### src/rtl/order_fetch.sv
// Instruction fetch stage: owns the PC, fetches 8-bit words over a req/ack handshake and
// holds each one on ORDER until execute reports completion, then steps or jumps.
module order_fetch #(
   parameter int unsigned            ADDR_W     = 8,
   parameter logic [ADDR_W-1:0]      RESET_ADDR = '0
) (
   input  logic              CLK,
   input  logic              RESET,
   output logic [ADDR_W-1:0] MEM_ADDR,
   output logic              MEM_REQ,
   input  logic              MEM_ACK,
   input  logic [7:0]        MEM_DATA,
   output logic [7:0]        ORDER,
   output logic              ORDER_VALID,
   input  logic              ORDER_DONE,
   input  logic              JUMP,
   input  logic [ADDR_W-1:0] JUMP_ADDR,
   input  logic              HALT,
   output logic [ADDR_W-1:0] PC
);

   typedef enum logic [1:0] {StIdle, StFetch, StHold} state_e;

   state_e            state_q;
   logic [ADDR_W-1:0] pc_q;
   logic [ADDR_W-1:0] pc_d;
   logic              mem_req_q;
   logic [7:0]        order_q;
   logic              order_valid_q;

   // JUMP only matters together with ORDER_DONE; the increment wraps naturally.
   always_comb begin
      pc_d = pc_q + ADDR_W'(1);
      if (JUMP) begin
         pc_d = JUMP_ADDR;
      end
   end

   always_ff @(posedge CLK) begin
      if (RESET) begin
         state_q       <= StIdle;
         pc_q          <= RESET_ADDR;
         mem_req_q     <= 1'b0;
         order_q       <= 8'h00;
         order_valid_q <= 1'b0;
      end else begin
         unique case (state_q)
            StIdle: begin
               if (!HALT) begin
                  state_q   <= StFetch;
                  mem_req_q <= 1'b1;
               end
            end
            StFetch: begin
               if (MEM_ACK) begin
                  state_q       <= StHold;
                  order_q       <= MEM_DATA;
                  order_valid_q <= 1'b1;
                  mem_req_q     <= 1'b0;
               end
            end
            StHold: begin
               if (ORDER_DONE) begin
                  order_valid_q <= 1'b0;
                  pc_q          <= pc_d;
                  if (HALT) begin
                     state_q   <= StIdle;
                     mem_req_q <= 1'b0;
                  end else begin
                     state_q   <= StFetch;
                     mem_req_q <= 1'b1;
                  end
               end
            end
            default: begin
               state_q       <= StIdle;
               mem_req_q     <= 1'b0;
               order_valid_q <= 1'b0;
            end
         endcase
      end
   end

   assign MEM_ADDR    = pc_q;
   assign MEM_REQ     = mem_req_q;
   assign ORDER       = order_q;
   assign ORDER_VALID = order_valid_q;
   assign PC          = pc_q;

endmodule

### config.mk
export PLATFORM = sky130hd
export DESIGN_NAME = order_fetch
export DESIGN_NICKNAME = d
export VERILOG_FILES = /design/src/rtl/order_fetch.sv
export SDC_FILE = /design/constraint.sdc
export NUM_CORES = 1
export LEC_CHECK = 0
export BUFFER_PORTS_ARGS = -buffer_cell sky130_fd_sc_hd__buf_2
export CAP_MARGIN = 15
export CORE_MARGIN = 3
export CORE_UTILIZATION = 46
export DETAILED_ROUTE_END_ITERATION = 10
export PLACE_DENSITY_LB_ADDON = 0.1
export SLEW_MARGIN = 40
export SYNTH_ARGS = -nofsm -noshare
export SYNTH_HDL_FRONTEND = slang
export SYNTH_SLANG_ARGS = --single-unit
export TNS_END_PERCENT = 30
### constraint.sdc
create_clock -name CLK -period 1.6 [get_ports CLK]
set_input_delay 0.16 -clock CLK [delete_from_list [all_inputs] [get_ports CLK]]
set_output_delay 0.16 -clock CLK [all_outputs]
set_load 0.005 [all_outputs]
### Word level (Yosys, flattened, before mapping)

Index checks and enable logic that the tools add are counted.

* bits in registers: 20
* input bits: 22
* output and inout port bits: 26
* word-level logic and storage cells: 31

* add/subtract/negate cells: 1
* equal/unequal tests: 5
* muxes and demuxes: 14
* bitwise logic cells: 1
* reduce and logical (&&, ||, !) cells: 5

Operator list (count)
* 8-bit by 1-bit adder with 8-bit output (second input constant): 1
* 8-bit 2-to-1 mux: 1
* 1-bit 2-to-1 mux: 7
* 2-bit 2-to-1 mux: 3
* 2-bit inequality test (second input constant): 3
* 1-bit one-hot mux with 3 select lines: 2
* 2-bit one-hot mux with 3 select lines: 1
* 3-bit AND reduction: 2
* 2-bit AND reduction: 2
* 2-bit by 1-bit equality test with 1-bit output (second input constant): 1
* 2-bit equality test (second input constant): 1
* 2-bit logical NOT: 1
* 1-bit NOT: 1

### Logic depth before layout (Yosys ltp)

Gate-level depths: netlist of run 1.

* depth in word-level cells: 3
* mapped depth: 5
* mapped depth without buffers: 4

### Worst setup path before layout of run 1

Ideal clock, no wire load.

* path kind: register to register
* from: reg pc_q[0] (netlist: MEM_ADDR[0])
* to: reg pc_q[6] (netlist: MEM_ADDR[6])
* library setup time: 0.120 ns
* data arrival time: 1.222 ns
* data required time: 1.480 ns
* path slack: 0.258 ns
* stages on the path, launching flop included: 5
* path buffers: 0
* clock period less this slack: 1.342 ns
* cells stage by stage: dfxtp_1 ha_1 nand3_1 o2111a_1 a211o_1

* cells in the longest elaborated chain, start to end: 2

Ends and longest elaborated chain
* start: declaration: RTL line 25 `logic [ADDR_W-1:0] pc_q;`
* start signal: assignment: RTL line 65 `pc_q <= pc_d;`
* 8-bit by 1-bit adder with 8-bit output: RTL line 33 `pc_d = pc_q + ADDR_W'(1);`
* 8-bit 2-to-1 mux: RTL line 34 `if (JUMP) begin`

Every way passes these cells.
A chain may end at the register's enable or synchronous reset.

### Worst setup path in the final report of run 1

Same ends and word-level chain as after synthesis.

==> impl_metrics.json, run 1 <==
{
  "p_per_area_nw_per_um2": 826.2,
  "cts_tree": "built",
  "critPathCaptureType": "register",
  "seq_area_frac_synth_pct": 37.17,
  "synth_area_leader_cell": "dfxtp_1",
  "pre_cts_ws_ns": 0.1667,
  "stdcell_count": 191,
  "met1_usage_pct": 23.71,
  "initialDrtViolationCount": 32,
  "synth-edff-count": 0,
  "synth_top_flop_cell": "dfxtp_1",
  "min_period_over_period_pct": 93.88,
  "num_vias": 1005,
  "slew_violations": 0,
  "clk_latency_ns": 0.31,
  "std_cell_rows": 16,
  "min_period_ns": 1.502,
  "die_area_sq_um": 2959,
  "final_hold_viol_count": 0,
  "cp_slowest_cell": "dfxtp_1",
  "worstPathArrival_ns": 1.71,
  "drt-pass1-iter-count": 4,
  "crit_required_ns": 1.81,
  "whs_ns": 0.07526,
  "fillers": 202,
  "path_max_fanout": 8,
  "start_util_pct": 51.74,
  "grt_max_degree": 21,
  "chipHeight_um": 54.40,
  "grt_overflow_total": 0,
  "crit_path_max_incr_delay_ns": 0.48,
  "status": "finished, final reports clean",
  "cts-buffers-inserted": 3,
  "drv_cap": 0,
  "hold_path.class": "input pin to register",
  "ant_nets": 0,
  "max_freq_ghz": 0.6657,
  "yosys-top-cells-count": "dfxtp_1, nor2_1, mux2i_1",
  "cts.sinks": 20,
  "power.total_mw": 1.098,
  "layout-drive-gt1-share_pct": 37.80,
  "start_kind": "register",
  "slew_headroom_pct": 74.08,
  "worst_pin_slew_ns": 0.3888,
  "synth_cell_types": 40,
  "leakagePower_nw": 0.6990,
  "busiest_layer": "met2",
  "clock-root-buffer": "clkbuf_4",
  "setup_tns_ns": 0,
  "cts.clk_slew.worst_paths_ns": 0.12,
  "worst-r2r-setup-slack_ns": 0.1,
  "track_usage_pct": 17.26,
  "viasPerCell": 5.262,
  "cts_buffer_depth": 2,
  "layout_setup_ws_ns": 0.09793,
  "nets": 188,
  "async_reset_ff_share_pct": 0,
  "use_met3_pct": 3.270,
  "grt_pass1_wl_um": 3726,
  "synth.most_common_cell": "dfxtp_1",
  "die_w_um": 54.40,
  "cts_resized": 0,
  "gp_congestion": 0.8724,
  "wl_per_cell_um": 12.88,
  "synth.avg_cell_area_sq_um": 8.758,
  "diodes": 0,
  "post-cts-setup-buffers": 0,
  "yosysTopAreaCellShare_pct": 37.17,
  "ys_ff_latch": 20,
  "path_cells": "ha_1, nand3_1, o2111a_1, a211o_1",
  "grt_pass1_vias": 841,
  "grt.met2_usage_pct": 26.10,
  "area_delta_synth_final_pct": 23.34,
  "wl_um": 2460,
  "ys_warn_count": 0,
  "synth_area_sq_um": 1077,
  "dp_cells": 187,
  "core_sq_um": 2082,
  "synthesis.instances": 123,
  "hold_buffers": 0,
  "synth_fp_nets": 146,
  "ir_drop_mv": 0.7663,
  "grt_antenna_before_repair": 0,
  "rsz0062_at_grt": "no",
  "htreeDepth": 1,
  "crit_type": "register to register",
  "synthTopCellsByArea": "dfxtp_1, mux2i_1, buf_4",
  "ios": 48,
  "setup_viol": 0,
  "place.port_buffers": 47,
  "dp_hpwl_um": 1815,
  "drc": 0,
  "finalClockSkew_ns": 0.003980
}
==> cell type report <==
type / count / area, sq um / area share (%)
Multi-Input combinational cell: 82 / 546.8 / 41.15
Sequential cell: 20 / 400.4 / 30.13
Timing Repair Buffer: 52 / 272.8 / 20.53
Tap cell: 27 / 33.78 / 2.542
Clock inverter: 1 / 30.03 / 2.260
Clock buffer: 3 / 22.52 / 1.695
Inverter: 6 / 22.52 / 1.695
==> layer usage <==
layer,vias up,routed length [um]
li1,516,-
met1,446,1133
met2,39,1123
met3,4,182
met4,0,21
met5,-,0
==> sequential cells by signal, summed over array words and instances (netlist names) <==
signal / count
MEM_ADDR: 8
ORDER: 8
state_q: 2
MEM_REQ: 1
ORDER_VALID: 1
==> logic make-up after synthesis <==
| kind of cell | Yosys count | share of synthesized area (%) |
|---|---|---|
| buf+inv | 21 | 12.08 |
| mux | 9 | 8.363 |
| simple gates | 44 | 22.07 |
| fa+ha+maj | 1 | 1.161 |
| flops | 20 | 37.17 |
| compound gates | 28 | 19.16 |
==> metrics by stage <==
stage               cell area, sq um  util (%)
finish                          1329     63.82
detailed placement              1276     61.30
global route                    1329     63.82
global placement                1276     61.30
floorplan                       1077         -
CTS                             1329     63.82
==> path summary, 6_finish.rpt <==
kind	start	endpoint	cells past startpoint
setup / recovery	MEM_ADDR[0]$_SDFFE_PP0P_	MEM_ADDR[6]$_SDFFE_PP0P_	4
hold / removal	MEM_DATA[2]	ORDER[2]$_SDFFE_PP0P_	3
hold reg to reg	ORDER_VALID$_SDFFE_PP0P_	ORDER_VALID$_SDFFE_PP0P_	2
setup reg to reg	MEM_ADDR[0]$_SDFFE_PP0P_	MEM_ADDR[6]$_SDFFE_PP0P_	4
==> cell usage in the layout, fill, tap and decap left out, drive strengths merged <==
master,n
o31ai,1
or4b,1
a41oi,1
inv,6
dfxtp,20
and3,3
o21ai,7
o2111a,1
or2,1
nand4,1
mux2i,9
a211o,1
nor2b,1
nand2,8
o41ai,1
or3,1
nand3,7
a21oi,4
a32oi,2
nand3b,2
nor3b,1
a211oi,1
clkbuf,3
bufinv,1
a32o,1
buf,52
a21o,1
a311oi,2
a31oi,2
a2111o,1
o211ai,2
and3b,1
nor2,15
ha,1
and2,2
==> where the power goes <==
| part | internal, mW | switching, mW |
|---|---|---|
| sequential | 0.520 | 0.0162 |
| clock | 0.253 | 0.164 |
| combinational | 0.0725 | 0.0726 |
| total | 0.845 | 0.252 |
==> worst max-delay path, delay by kind of cell, from the launching register on <==
kind,cells,cell delay (ns)
AO/OA/AOI/OAI,2,0.53
adder cells (fa/ha/maj),1,0.26
flip-flops,1,0.48
AND/OR/NAND/NOR,1,0.14
Note: power is estimated with default switching activity, not from simulation.
==> run 2, diff against run 1 <==
--- a/config.mk
+++ b/config.mk
@@ -5,11 +5,11 @@
 export SDC_FILE = /design/constraint.sdc
 export NUM_CORES = 1
 export LEC_CHECK = 0
-export BUFFER_PORTS_ARGS = -buffer_cell sky130_fd_sc_hd__buf_2
 export CAP_MARGIN = 15
 export CORE_MARGIN = 3
-export CORE_UTILIZATION = 46
+export CORE_UTILIZATION = 60
 export DETAILED_ROUTE_END_ITERATION = 10
+export DONT_BUFFER_PORTS = 1
 export PLACE_DENSITY_LB_ADDON = 0.1
 export SLEW_MARGIN = 40
 export SYNTH_ARGS = -nofsm -noshare
==> run 2 against run 1 <==
Net effect: sequential share of layout area grew 3.4 points; register-to-register slack gained 0.06 ns; wire length grew 3.0%; combinational power shrank 25%; maximum frequency grew 4.5%; sequential cell count is the same; critical path type unchanged; total power shrank 2.3%.
==> impl_metrics.json, run 2 (synthesis gave the netlist of run 1 again) <==
{
  "crit_type": "register to register",
  "grt_pass1_wl_um": 4119,
  "use_met3_pct": 8.896,
  "switchingPower_mw": 0.2419,
  "grt_pass1_vias": 893,
  "p_sw_share_pct": 22.55,
  "cts_tree": "built",
  "finalClockSkew_ns": 0.004148,
  "drc": 0,
  "clock-root-buffer": "clkbuf_4",
  "crit_required_ns": 1.84,
  "chipHeight_um": 48.38,
  "layout_setup_ws_ns": 0.1629,
  "clk_latency_ns": 0.32,
  "core_sq_um": 1594,
  "grt.met2_usage_pct": 38.30,
  "fillers": 131,
  "worst_pin_slew_ns": 0.5773,
  "grt_overflow_total": 0,
  "place.port_buffers": 0,
  "wl_per_cell_um": 16.68,
  "hold_buffers": 8,
  "slew_headroom_pct": 61.38,
  "setup_tns_ns": 0,
  "dp_hpwl_um": 1792,
  "cts_resized": 0,
  "final_hold_viol_count": 0,
  "die_area_sq_um": 2340,
  "num_vias": 927,
  "final_common_cell": "dfxtp_1",
  "gp_congestion": 0.7813,
  "worstPathArrival_ns": 1.68,
  "start_util_pct": 67.58,
  "drv_cap": 0,
  "path_max_fanout": 9,
  "nets": 152,
  "initialDrtViolationCount": 23,
  "p_seq_share_pct": 50.4,
  "cts.sinks": 20,
  "track_usage_pct": 22.15,
  "critPathCaptureType": "register",
  "start_kind": "register",
  "htreeDepth": 1,
  "hold_path.class": "input pin to register",
  "grt_max_degree": 21,
  "wl_um": 2535,
  "diodes": 0,
  "min_period_over_period_pct": 89.82,
  "cts-buffers-inserted": 3,
  "layout-drive-gt1-share_pct": 14.06,
  "cp_slowest_cell": "or4b_4",
  "power.internal_mw": 0.8306,
  "cts_buffer_depth": 2,
  "post-cts-setup-buffers": 0,
  "rsz0062_at_grt": "no",
  "path_cells": "nand3b_4, or4b_4, a41oi_2",
  "die_w_um": 48.38,
  "viasPerCell": 6.099,
  "max_freq_ghz": 0.6958,
  "slew_violations": 0,
  "ir_drop_mv": 0.8099,
  "layout_common_cells": "dfxtp_1, nor2_1, mux2i_1",
  "clkPwrFrac_pct": 39.4,
  "grt_antenna_before_repair": 0,
  "drt-pass1-iter-count": 4,
  "status": "finished, final reports clean",
  "crit_path_max_incr_delay_ns": 0.56,
  "setup_viol": 0,
  "area_delta_synth_final_pct": 10.68,
  "comb_power_share_pct": 10.2,
  "ios": 48,
  "pre_cts_ws_ns": 0.1889,
  "p_per_area_nw_per_um2": 899.4,
  "met1_usage_pct": 25.38,
  "cts.clk_slew.worst_paths_ns": 0.11,
  "min_period_ns": 1.437,
  "ant_nets": 0,
  "std_cell_rows": 14,
  "busiest_layer": "met2",
  "leakagePower_nw": 0.5237
}
-- run 2: power groups by stage --
stage	logic [mW]	clock network, mW	registers [mW]
after floorplan	0.0893	0	0.547
after global placement	0.0833	0	0.550
after detailed placement	0.0863	0	0.552
after CTS	0.108	0.429	0.541
after global routing	0.120	0.448	0.544
final	0.109	0.423	0.540
-- run 2: worst paths after layout --
| kind | from | to | slack (ns) | depth (start not counted) |
|---|---|---|---|---|
| setup / recovery | state_q[0]$_SDFFE_PP0P_ | MEM_ADDR[7]$_SDFFE_PP0P_ | 0.16 | 3 |
| hold reg to reg | ORDER_VALID$_SDFFE_PP0P_ | ORDER_VALID$_SDFFE_PP0P_ | 0.50 | 2 |
| setup reg to reg | state_q[0]$_SDFFE_PP0P_ | MEM_ADDR[7]$_SDFFE_PP0P_ | 0.16 | 3 |
| hold / removal | JUMP | MEM_ADDR[0]$_SDFFE_PP0P_ | 0.01 | 2 |
-- run 2: area by class of cell --
class	count	area, sq um	area share [%]
multi-input cells	82	546.8	45.86
well taps	24	30.03	2.518
clock inverters	1	30.03	2.518
clock buffers	3	22.52	1.889
repair buffers	16	140.1	11.75
inverters	6	22.52	1.889
flip-flops and latches	20	400.4	33.58
-- run 2: critical path: cells and delay by family (launching register included) --
family / cells / cell delay, ns
AOI/OAI and AO/OA: 1 / 0.20
DFF: 1 / 0.38
and+or+nand+nor: 2 / 0.79
-- run 2: metal layers --
| metal | wire (um) | vias to the layer above |
|---|---|---|
| met5 | 0 | - |
| met4 | 21 | 0 |
| met3 | 237 | 3 |
| met2 | 1217 | 46 |
| met1 | 1059 | 436 |
| li1 | - | 442 |
-- run 2: through the flow --
stage                     instances  area, sq um  hold slack, ns  utilization, %  total power, mW
after CTS                       152         1192        0.008290           74.80            1.078
after global placement          140         1060          0.2263           66.48           0.6333
after detailed placement        140         1060          0.2307           66.48           0.6380
after floorplan                 123         1077          0.3039               -           0.6367
after global routing            152         1192         0.01377           74.80            1.113
final                           152         1192         0.01363           74.80            1.072
==> run 3, diff against run 2 <==
--- a/config.mk
+++ b/config.mk
@@ -7,7 +7,7 @@
 export LEC_CHECK = 0
 export CAP_MARGIN = 15
 export CORE_MARGIN = 3
-export CORE_UTILIZATION = 60
+export CORE_UTILIZATION = 34
 export DETAILED_ROUTE_END_ITERATION = 10
 export DONT_BUFFER_PORTS = 1
 export PLACE_DENSITY_LB_ADDON = 0.1
==> run 3 against run 2 <==
Net effect: total power fell by 0.68%; critical path depth unchanged; via count shrank 5.4%; sequential share of layout area is 0.62 points lower; maximum frequency up 1.8%; first-iteration DRC count is 74% higher; utilization shrank 33 points; cell area rose by 1.9%; clock power decreased by 1%; sequential power hardly changed; combinational power about the same; largest power group unchanged.
==> impl_metrics.json, run 3 (synthesis gave the netlist of run 1 again) <==
{
  "status": "finished, final reports clean",
  "path_max_fanout": 9,
  "p_per_area_nw_per_um2": 876.7,
  "final_cell_area_sq_um": 1215,
  "met1_usage_pct": 16.76,
  "grt_overflow_total": 0,
  "num_vias": 877,
  "crit_type": "register to register",
  "drv_cap": 0,
  "cts.clk_slew.worst_paths_ns": 0.13,
  "placed_area_sq_um": 1082,
  "cts_tree": "built",
  "multiInputGateArea_sq_um": 546.8,
  "std_cell_rows": 19,
  "ios": 48,
  "comb_power_share_pct": 10.2,
  "viasPerCell": 5.159,
  "setup_tns_ns": 0,
  "whs_ns": 0.002899,
  "worstPathArrival_ns": 1.66,
  "die_w_um": 62.29,
  "die_area_sq_um": 3880,
  "drt-pass1-iter-count": 4,
  "nets": 152,
  "max_freq_ghz": 0.7080,
  "start_util_pct": 37.45,
  "grt.met2_usage_pct": 21.24,
  "finalClockSkew_ns": 0.01185,
  "diodes": 0,
  "cts-buffers-inserted": 3,
  "layout-drive-gt1-share_pct": 14.06,
  "worst-r2r-setup-slack_ns": 0.19,
  "final_hold_viol_count": 0,
  "cts.sinks": 20,
  "use_met3_pct": 7.027,
  "track_usage_pct": 13.67,
  "busiest_layer": "met2",
  "ant_nets": 0,
  "wl_um": 2540,
  "layout_common_cells": "dfxtp_1, nor2_1, mux2i_1",
  "htreeDepth": 1,
  "seq_area_sq_um": 400.4,
  "slew_headroom_pct": 56.53,
  "grt_pass1_wl_um": 4264,
  "clk_latency_ns": 0.31,
  "slew_violations": 0,
  "crit_required_ns": 1.84,
  "leakagePower_nw": 0.5237,
  "min_period_ns": 1.412,
  "p_sw_share_pct": 22.09,
  "grt_max_degree": 21,
  "chipHeight_um": 62.29,
  "dp_hpwl_um": 1767,
  "initialDrtViolationCount": 40,
  "cts_buffer_depth": 2,
  "drc": 0,
  "fillers": 288,
  "power.internal_mw": 0.8299,
  "grt_antenna_before_repair": 0,
  "hold_path.class": "input pin to register",
  "area_delta_synth_final_pct": 12.78,
  "setup_viol": 0,
  "power.total_mw": 1.065,
  "min_period_over_period_pct": 88.27,
  "clkPwrFrac_pct": 39.2,
  "wl_per_cell_um": 14.94,
  "worst_pin_slew_ns": 0.6499,
  "clock-root-buffer": "clkbuf_4",
  "core_sq_um": 2877,
  "gp_congestion": 0.7652,
  "place.port_buffers": 0,
  "final_common_cell": "dfxtp_1",
  "p_seq_share_pct": 50.6,
  "critPathCaptureType": "register",
  "rsz0062_at_grt": "no",
  "grt_pass1_vias": 875,
  "switchingPower_mw": 0.2353,
  "start_kind": "register",
  "ir_drop_mv": 0.4146
}
[run 3: cell counts in the layout (fill, tap and decap cells not counted)]
Identical to the previous run, type by type.
[run 3: power by group through the flow]
stage	Clock, mW	Combinational [mW]	Sequential [mW]
after detailed placement	0	0.0869	0.551
final	0.418	0.108	0.539
after global placement	0	0.0849	0.550
after CTS	0.435	0.109	0.540
after global routing	0.457	0.122	0.544
after floorplan	0	0.0893	0.547
[run 3: layout make-up]
cell class / instances / area share [%]
Multi-Input combinational cell: 82 / 45.00
Tap cell: 42 / 4.325
Clock buffer: 3 / 1.854
Inverter: 6 / 1.854
Sequential cell: 20 / 32.96
Timing Repair Buffer: 16 / 11.53
Clock inverter: 1 / 2.472
[run 3: worst max-delay path, stage by stage, from the launching register on]
cell and delay [ns]:
dfxtp_1 0.38, nand3b_4 0.22, or4b_4 0.56, a41oi_2 0.19
[run 3: what timing repair did]
item                                   CTS  global route
gates resized for setup                  0             0
endpoints found under the hold margin   16             0
buffers inserted                         0             0
hold buffers                             8             0
[run 3: metal layers]
metal	vias up	wire length, um	share of wire [%]
met3	2	259	10
met2	45	1101	43
li1	441	-	-
met1	389	1162	46
met4	0	17	0.67
met5	-	0	0
[run 3: worst paths after layout]
check,start,endpoint,cells past startpoint
worst max-delay path,state_q[0]$_SDFFE_PP0P_,MEM_ADDR[7]$_SDFFE_PP0P_,3
worst min-delay path,MEM_DATA[6],ORDER[6]$_SDFFE_PP0P_,2
worst max register to register,state_q[0]$_SDFFE_PP0P_,MEM_ADDR[7]$_SDFFE_PP0P_,3
worst min register to register,ORDER_VALID$_SDFFE_PP0P_,ORDER_VALID$_SDFFE_PP0P_,2
[run 3: metrics by stage]
step | utilization (%) | std cells | worst slack [ns]
6_report | 42.24 | 170 | 0.1876
5_1_grt | 42.24 | 170 | 0.1167
4_1_cts | 42.24 | 170 | 0.1907
3_5_place_dp | 37.63 | 158 | 0.2255
3_3_place_gp | 37.63 | 158 | 0.2477
2_1_floorplan | - | 123 | 0.2585
